$ cat src/rtl/svc_rv_dmem_router_pkg.sv
// Shared types and constants for the svc_rv data-side router.
//   state_e     : router FSM states
//   io_req_t    : registered I/O request payload
//   ERR_RDATA   : read data returned on decode error or timeout
//   IO_SEL_BIT  : address bit that selects I/O space over BRAM
package svc_rv_dmem_router_pkg;

    localparam int unsigned ADDR_W     = 32;
    localparam int unsigned DATA_W     = 32;
    localparam int unsigned STRB_W     = 4;
    localparam int unsigned IO_SEL_BIT = 31;

    localparam logic [DATA_W-1:0] ERR_RDATA = 32'h0;

    typedef enum logic [1:0] {
        ST_IDLE = 2'd0,
        ST_REQ  = 2'd1,
        ST_RSP  = 2'd2,
        ST_DONE = 2'd3
    } state_e;

    typedef struct packed {
        logic              write;
        logic [ADDR_W-1:0] addr;
        logic [DATA_W-1:0] wdata;
        logic [STRB_W-1:0] wstrb;
    } io_req_t;

endpackage

$ cat src/rtl/svc_rv_dmem_decode.sv
// Combinational base/mask priority decoder for I/O space.
//   addr   : access address
//   hit_c  : raw per-channel match vector (only when IO_SEL_BIT is set)
//   ch_c   : lowest matching channel index
//   miss_c : I/O-space address that matches no channel
module svc_rv_dmem_decode
    import svc_rv_dmem_router_pkg::*;
#(
    parameter int unsigned          NUM_IO  = 2,
    parameter logic [32*NUM_IO-1:0] IO_BASE = {NUM_IO{32'h8000_0000}},
    parameter logic [32*NUM_IO-1:0] IO_MASK = {NUM_IO{32'hFFFF_F000}},
    localparam int unsigned         CH_W    = (NUM_IO > 1) ? $clog2(NUM_IO) : 1
) (
    input  logic [ADDR_W-1:0] addr,
    output logic [NUM_IO-1:0] hit_c,
    output logic [CH_W-1:0]   ch_c,
    output logic              miss_c
);

    always_comb begin
        hit_c = '0;
        ch_c  = '0;
        for (int i = 0; i < int'(NUM_IO); i++) begin
            hit_c[i] = addr[IO_SEL_BIT]
                && ((addr & IO_MASK[32*i +: 32]) == IO_BASE[32*i +: 32]);
        end
        // Walk downward so the lowest matching index is the final winner.
        for (int i = int'(NUM_IO) - 1; i >= 0; i--) begin
            if (hit_c[i]) begin
                ch_c = CH_W'(i);
            end
        end
        miss_c = addr[IO_SEL_BIT] && (hit_c == '0);
    end

endmodule

$ cat src/rtl/svc_rv_dmem_router.sv
// Data-side router between an svc_rv core (BRAM timing) and BRAM plus
// NUM_IO memory-mapped I/O channels.
//   clk, rst                 : clock, synchronous active-high reset
//   dmem_r*/dmem_w*          : core read/write ports, dmem_stall holds core
//   bram_ren/bram_wen        : BRAM strobes (address/data pass through)
//   io_req_*                 : per-channel valid/ready, shared payload
//   io_rsp_*                 : per-channel read response
//   bus_err/err_addr         : error pulse and last error address
module svc_rv_dmem_router
    import svc_rv_dmem_router_pkg::*;
#(
    parameter int unsigned          NUM_IO  = 2,
    parameter logic [32*NUM_IO-1:0] IO_BASE = {NUM_IO{32'h8000_0000}},
    parameter logic [32*NUM_IO-1:0] IO_MASK = {NUM_IO{32'hFFFF_F000}},
    parameter int unsigned          TIMEOUT = 255
) (
    input  logic                     clk,
    input  logic                     rst,
    input  logic                     dmem_ren,
    input  logic [ADDR_W-1:0]        dmem_raddr,
    output logic [DATA_W-1:0]        dmem_rdata,
    input  logic                     dmem_wen,
    input  logic [ADDR_W-1:0]        dmem_waddr,
    input  logic [DATA_W-1:0]        dmem_wdata,
    input  logic [STRB_W-1:0]        dmem_wstrb,
    output logic                     dmem_stall,
    output logic                     bram_ren,
    input  logic [DATA_W-1:0]        bram_rdata,
    output logic                     bram_wen,
    output logic [NUM_IO-1:0]        io_req_valid,
    input  logic [NUM_IO-1:0]        io_req_ready,
    output logic                     io_req_write,
    output logic [ADDR_W-1:0]        io_req_addr,
    output logic [DATA_W-1:0]        io_req_wdata,
    output logic [STRB_W-1:0]        io_req_wstrb,
    input  logic [NUM_IO-1:0]        io_rsp_valid,
    input  logic [NUM_IO*DATA_W-1:0] io_rsp_rdata,
    output logic                     bus_err,
    output logic [ADDR_W-1:0]        err_addr
);

    localparam int unsigned CH_W  = (NUM_IO > 1) ? $clog2(NUM_IO) : 1;
    localparam int unsigned CNT_W = (TIMEOUT > 1) ? $clog2(TIMEOUT) : 1;

    state_e              state_q, state_d;
    io_req_t             req_q, req_d;
    logic [CH_W-1:0]     ch_q, ch_d;
    logic [NUM_IO-1:0]   valid_q, valid_d;
    logic                stall_q, stall_d;
    logic                pend_q, pend_d;
    logic [ADDR_W-1:0]   pend_addr_q, pend_addr_d;
    logic [CH_W-1:0]     pend_ch_q, pend_ch_d;
    logic [CNT_W-1:0]    cnt_q, cnt_d;
    logic [DATA_W-1:0]   rdata_q, rdata_d;
    logic                sel_reg_q, sel_reg_d;
    logic                bus_err_q, bus_err_d;
    logic [ADDR_W-1:0]   err_addr_q, err_addr_d;

    logic [NUM_IO-1:0]   rd_hit, wr_hit;
    logic [CH_W-1:0]     rd_ch, wr_ch;
    logic                rd_miss, wr_miss;
    logic                rd_io, wr_io, rd_bram, wr_bram;
    logic                accept, rd_acc, wr_acc;
    logic                handshake, rsp_hit, timeout_hit;

    svc_rv_dmem_decode #(
        .NUM_IO  (NUM_IO),
        .IO_BASE (IO_BASE),
        .IO_MASK (IO_MASK)
    ) u_rd_decode (
        .addr   (dmem_raddr),
        .hit_c  (rd_hit),
        .ch_c   (rd_ch),
        .miss_c (rd_miss)
    );

    svc_rv_dmem_decode #(
        .NUM_IO  (NUM_IO),
        .IO_BASE (IO_BASE),
        .IO_MASK (IO_MASK)
    ) u_wr_decode (
        .addr   (dmem_waddr),
        .hit_c  (wr_hit),
        .ch_c   (wr_ch),
        .miss_c (wr_miss)
    );

    assign rd_bram = !dmem_raddr[IO_SEL_BIT];
    assign wr_bram = !dmem_waddr[IO_SEL_BIT];
    assign rd_io   = |rd_hit;
    assign wr_io   = |wr_hit;

    assign accept      = (state_q == ST_IDLE) && !stall_q;
    assign rd_acc      = accept && dmem_ren;
    assign wr_acc      = accept && dmem_wen;
    assign handshake   = io_req_ready[ch_q];
    assign rsp_hit     = io_rsp_valid[ch_q];
    assign timeout_hit = (TIMEOUT != 0) && (cnt_q == CNT_W'(TIMEOUT - 1));

    // BRAM strobes must be combinational so the 1-cycle BRAM latency holds.
    assign bram_ren = rd_acc && rd_bram;
    assign bram_wen = wr_acc && wr_bram;

    // Next-state and registered-output logic.
    always_comb begin
        state_d     = state_q;
        req_d       = req_q;
        ch_d        = ch_q;
        pend_d      = pend_q;
        pend_addr_d = pend_addr_q;
        pend_ch_d   = pend_ch_q;
        cnt_d       = cnt_q;
        rdata_d     = rdata_q;
        sel_reg_d   = sel_reg_q;
        bus_err_d   = 1'b0;
        err_addr_d  = err_addr_q;
        valid_d     = '0;
        stall_d     = 1'b0;

        unique case (state_q)
            ST_IDLE: begin
                if (rd_acc && rd_bram) begin
                    sel_reg_d = 1'b0;
                end else if (rd_acc && rd_miss) begin
                    sel_reg_d  = 1'b1;
                    rdata_d    = ERR_RDATA;
                    bus_err_d  = 1'b1;
                    err_addr_d = dmem_raddr;
                end
                if (wr_acc && wr_miss) begin
                    bus_err_d  = 1'b1;
                    err_addr_d = dmem_waddr;
                end
                // A simultaneous IO write goes first; the IO read is parked.
                if (wr_acc && wr_io) begin
                    req_d   = '{write: 1'b1, addr: dmem_waddr,
                                wdata: dmem_wdata, wstrb: dmem_wstrb};
                    ch_d    = wr_ch;
                    cnt_d   = '0;
                    state_d = ST_REQ;
                    if (rd_acc && rd_io) begin
                        pend_d      = 1'b1;
                        pend_addr_d = dmem_raddr;
                        pend_ch_d   = rd_ch;
                    end
                end else if (rd_acc && rd_io) begin
                    req_d   = '{write: 1'b0, addr: dmem_raddr,
                                wdata: '0, wstrb: '0};
                    ch_d    = rd_ch;
                    cnt_d   = '0;
                    state_d = ST_REQ;
                end
            end

            ST_REQ: begin
                if (handshake || timeout_hit) begin
                    cnt_d = '0;
                    if (!handshake) begin
                        bus_err_d  = 1'b1;
                        err_addr_d = req_q.addr;
                    end
                    if (req_q.write) begin
                        if (pend_q) begin
                            req_d   = '{write: 1'b0, addr: pend_addr_q,
                                        wdata: '0, wstrb: '0};
                            ch_d    = pend_ch_q;
                            pend_d  = 1'b0;
                            state_d = ST_REQ;
                        end else begin
                            state_d = ST_IDLE;
                        end
                    end else if (handshake) begin
                        state_d = ST_RSP;
                    end else begin
                        rdata_d   = ERR_RDATA;
                        sel_reg_d = 1'b1;
                        state_d   = ST_DONE;
                    end
                end else begin
                    cnt_d = cnt_q + CNT_W'(1);
                end
            end

            ST_RSP: begin
                if (rsp_hit) begin
                    rdata_d   = io_rsp_rdata[32*32'(ch_q) +: 32];
                    sel_reg_d = 1'b1;
                    state_d   = ST_DONE;
                end else if (timeout_hit) begin
                    bus_err_d  = 1'b1;
                    err_addr_d = req_q.addr;
                    rdata_d    = ERR_RDATA;
                    sel_reg_d  = 1'b1;
                    state_d    = ST_DONE;
                end else begin
                    cnt_d = cnt_q + CNT_W'(1);
                end
            end

            ST_DONE: begin
                state_d = ST_IDLE;
            end

            default: begin
                state_d = ST_IDLE;
            end
        endcase

        if (state_d == ST_REQ) begin
            valid_d[ch_d] = 1'b1;
        end
        stall_d = (state_d == ST_REQ) || (state_d == ST_RSP);
    end

    // State and output registers.
    always_ff @(posedge clk) begin
        if (rst) begin
            state_q     <= ST_IDLE;
            req_q       <= '0;
            ch_q        <= '0;
            valid_q     <= '0;
            stall_q     <= 1'b0;
            pend_q      <= 1'b0;
            pend_addr_q <= '0;
            pend_ch_q   <= '0;
            cnt_q       <= '0;
            rdata_q     <= '0;
            sel_reg_q   <= 1'b0;
            bus_err_q   <= 1'b0;
            err_addr_q  <= '0;
        end else begin
            state_q     <= state_d;
            req_q       <= req_d;
            ch_q        <= ch_d;
            valid_q     <= valid_d;
            stall_q     <= stall_d;
            pend_q      <= pend_d;
            pend_addr_q <= pend_addr_d;
            pend_ch_q   <= pend_ch_d;
            cnt_q       <= cnt_d;
            rdata_q     <= rdata_d;
            sel_reg_q   <= sel_reg_d;
            bus_err_q   <= bus_err_d;
            err_addr_q  <= err_addr_d;
        end
    end

    assign dmem_rdata   = sel_reg_q ? rdata_q : bram_rdata;
    assign dmem_stall   = stall_q;
    assign io_req_valid = valid_q;
    assign io_req_write = req_q.write;
    assign io_req_addr  = req_q.addr;
    assign io_req_wdata = req_q.wdata;
    assign io_req_wstrb = req_q.wstrb;
    assign bus_err      = bus_err_q;
    assign err_addr     = err_addr_q;

endmodule

$ cat config.mk
export PLATFORM = sky130hd
export DESIGN_NAME = svc_rv_dmem_router
export DESIGN_NICKNAME = d
export VERILOG_FILES = /design/src/rtl/svc_rv_dmem_router_pkg.sv /design/src/rtl/svc_rv_dmem_decode.sv /design/src/rtl/svc_rv_dmem_router.sv
export SDC_FILE = /design/constraint.sdc
export NUM_CORES = 1
export LEC_CHECK = 0
export CELL_PAD_IN_SITES_DETAIL_PLACEMENT = 1
export CELL_PAD_IN_SITES_GLOBAL_PLACEMENT = 1
export CORE_MARGIN = 1
export CORE_UTILIZATION = 29
export CTS_CLUSTER_SIZE = 8
export DETAILED_ROUTE_END_ITERATION = 6
export PLACE_DENSITY = 0.85
export SLEW_MARGIN = 20
export SYNTH_ARGS = -nofsm -noshare
export SYNTH_HDL_FRONTEND = slang
export SYNTH_SLANG_ARGS = --single-unit
$ cat constraint.sdc
create_clock -name clk -period 2.18 [get_ports clk]
set_input_delay 0.218 -clock clk [delete_from_list [all_inputs] [get_ports clk]]
set_output_delay 0.218 -clock clk [all_outputs]
set_load 0.02 [all_outputs]
==> impl_metrics.yaml <==
clock_network:
  cts_buffers: 17
  clock_path_buffers: 2
  tritoncts: "yes"
  cts.sink_count: 182
  htreeDepth: 4
  clk-insertion-delay-late_ns: 0.44
  cts_root_buf: "clkbuf_16"
  clk_pin_slew_worst_paths_ns: 0.08
critical_path:
  crit_path_start: "dmem_waddr[23]"
  slowest_delay_ns: 0.49
  r2r_start: "state_q[0]"
  worstPathRequired_ns: 2.54
  endpoint_kind: "flip-flop"
  critical_path.slowest_cell: "clkdlybuf4s50_1"
  crit_path_cell_trace: "clkdlybuf4s50_1 -> nor4_1 -> nand2_1 -> o21ai_2 -> a311o_2 -> bufbuf_16 -> nand2_1 -> a21oi_2"
  reg2reg_slack_ns: -0.12
  startpoint_type: "primary input"
  r2r_end: "err_addr[16]"
  reg2regPathDepth: 8
  path_class: "primary input to flip-flop"
  crit_path_max_fanout: 14
  worstPathArrival_ns: 2.73
  critPathCapture: "err_addr[21]"
  crit_top_cell: "nand2_1"
synth:
  ys_seq_area_share_pct: 42.79
  synth_common_cells: "dfxtp_1, clkbuf_1, nand2_1"
  ys_async_sr_fraction_pct: 0
  syn-num-nets: 1130
  synth-seq-cells: 182
  yosysTopAreaCellShare_pct: 42.79
  synth_top_area_cell: "dfxtp_1"
  synth_area_per_cell_sq_um: 9.276
  synth.area.top_cells: "dfxtp_1, mux2_2, a221oi_1"
  synthesis.area_sq_um: 8516
  ys_types: 52
  synth_edf_count: 0
  synth_cells: 918
  yosys_most_used_dff: "dfxtp_1"
  yosysWarnings: 0
  synth.most_common_cell: "dfxtp_1"
grt:
  overflow: 0
  grt_pass1_wl_microns: 56150
  grt_max_degree: 66
  grt_pass1_vias: 9946
  antenna_found_initial: 1
  track_usage_pct: 23.57
floorplanning:
  io_pins: 343
  die_w_microns: 173.4
  core_area_sq_um: 28780
  fp.dieH_microns: 173.4
  dieArea_sq_um: 30050
  initial_utilization_pct: 29.59
  rows: 62
power:
  powerDensity_nw_per_um2: 790.8
  p_leak_nw: 5.525
  vdd_drop_max_uv: 537.7
  power_mw: 11.64
cells_and_area:
  fin_nets: 1553
  final_core_util_pct: 51.15
  area_growth_pct: 72.88
  drive_gt1_share_pct: 24.08
  postLayoutCellArea_sq_um: 14720
routing:
  viasPerCell: 5.549
  drtIter0Drc: 564
  detail_route.drc_violations: 0
  vias: 9650
  wl_per_cell_microns: 23.24
  firstDrtPassIters: 7
  postRouteAntennaNets: 0
  routed_wl_microns: 40410
status:
  status: "finished, violations left"
  violations: "setup timing"
timing:
  timing.final.crit_share_pct: 108.7
  setup_viol: 95
  clock_skew_ns: 0.01120
  slew-limit-headroom_pct: 58.87
  fin_ws_ns: -0.1891
  fmax_mhz: 422.1
  hold_slack_ns: 0.3016
  hold_viol_final: 0
  fin_crit_ns: 2.369
  drv_slew: 0
  worstMarginPinSlew_ns: 0.6169
  rsz0062_at_grt: "true"
worst_hold_path:
  min_path_type: "primary input to flip-flop"
  min_from: "rst"
placement:
  place_area_sq_um: 13250
  gp_congestion: 0.8649
  hpwl_microns: 25080
  io_buffers: 342
flow_run:
  cap_violations: 0
==> sequential cells by signal, indices dropped and copies added, names as in the netlist, 2 cells and up <==
name	flops
rdata_q	32
cnt_q	8
err_addr	32
state_q	2
io_req_wstrb	4
io_req_valid	2
io_req_addr	32
pend_addr_q	32
io_req_wdata	32
==> layer usage <==
metal,track usage (%),vias to the layer above,wire (microns)
li1,-,4287,-
met2,41.10,420,20550
met5,0,-,0
met3,4.781,108,2208
met1,28.46,4835,16140
met4,8.702,0,1511
==> stage by stage <==
stage	worst slack (ns)	std cells	TNS, ns
floorplan	0.01324	918	0
global placement	-0.3813	1685	-49.54
detailed placement	-0.5377	1685	-65.98
CTS	-0.06497	1725	-0.6857
global route	-0.2488	1739	-17.24
finish	-0.1891	1739	-7.473
==> where the power goes <==
part / internal, mW / total (mW) / switching [mW]
combinational: 2.25 / 4.68 / 2.42
sequential: 3.62 / 3.84 / 0.218
clock: 1.55 / 3.13 / 1.58
==> critical path, delay by kind of cell <==
kind / cells / cell delay [ns]
simple gates: 3 / 0.86
buf+inv: 2 / 0.83
compound gates: 3 / 0.83
==> what timing repair did <==
| action | CTS | global route |
|---|---|---|
| buffers inserted | 5 | 6 |
| endpoints found under the setup margin | 183 | 180 |
| gates resized for setup | 56 | 105 |
| pin swaps | 23 | 34 |
| cloned | 3 | 7 |
| hold buffers | 0 | 0 |
==> layout make-up <==
type | count | area [sq um]
inverters | 38 | 147.6
clock buffers | 18 | 429.2
diodes | 1 | 2.502
well taps | 384 | 480.5
fillers | 3091 | 14060
flip-flops and latches | 182 | 3655
repair buffers | 485 | 4903
clock inverters | 14 | 152.6
multi-input cells | 617 | 4951
==> placed cells by master (no fill, tap or decap), types with 4 or more instances in the layout <==
cell type        count
clkdlybuf4s50_1    305
a21oi_1             35
mux2_2              44
dlygate4sd2_1       17
o31ai_2             21
buf_12              18
o31ai_4              4
nand3b_1            44
a211oi_2             7
dfxtp_1            175
o31ai_1             21
dlymetal6s2s_1      17
and2_1              21
dfxtp_2              6
inv_8                6
mux2i_1             34
a21oi_2              8
a211oi_1            27
and3_1               6
clkbuf_16           23
a22oi_2             11
buf_4              111
ha_4                 4
inv_1               36
nor2_1              56
nand4b_1             5
buf_6                8
a22o_1              36
o21ai_0             24
nor4_1               5
nor4_2               5
a221oi_1            50
nand2_1             61
clkinv_4             5
a211o_1             19
==> cell families after synthesis <==
kind of cell / Yosys count / share of synthesized area [%]
AO/OA/AOI/OAI: 287 / 25.17
AND/OR/NAND/NOR: 241 / 15.03
flip-flops: 182 / 42.79
buffers and inverters: 120 / 5.730
multiplexers: 80 / 10.11
adder cells (fa/ha/maj): 8 / 1.175
==> how the worst min path moves through the flow <==
stage,cells after the start,to
floorplan,1,io_req_wdata[0]
finish,2,pend_addr_q[11]
CTS,2,err_addr[31]
detailed placement,1,pend_addr_q[24]
global route,2,pend_addr_q[11]
global placement,2,pend_addr_q[2]
(Power assumes the default switching activity.)
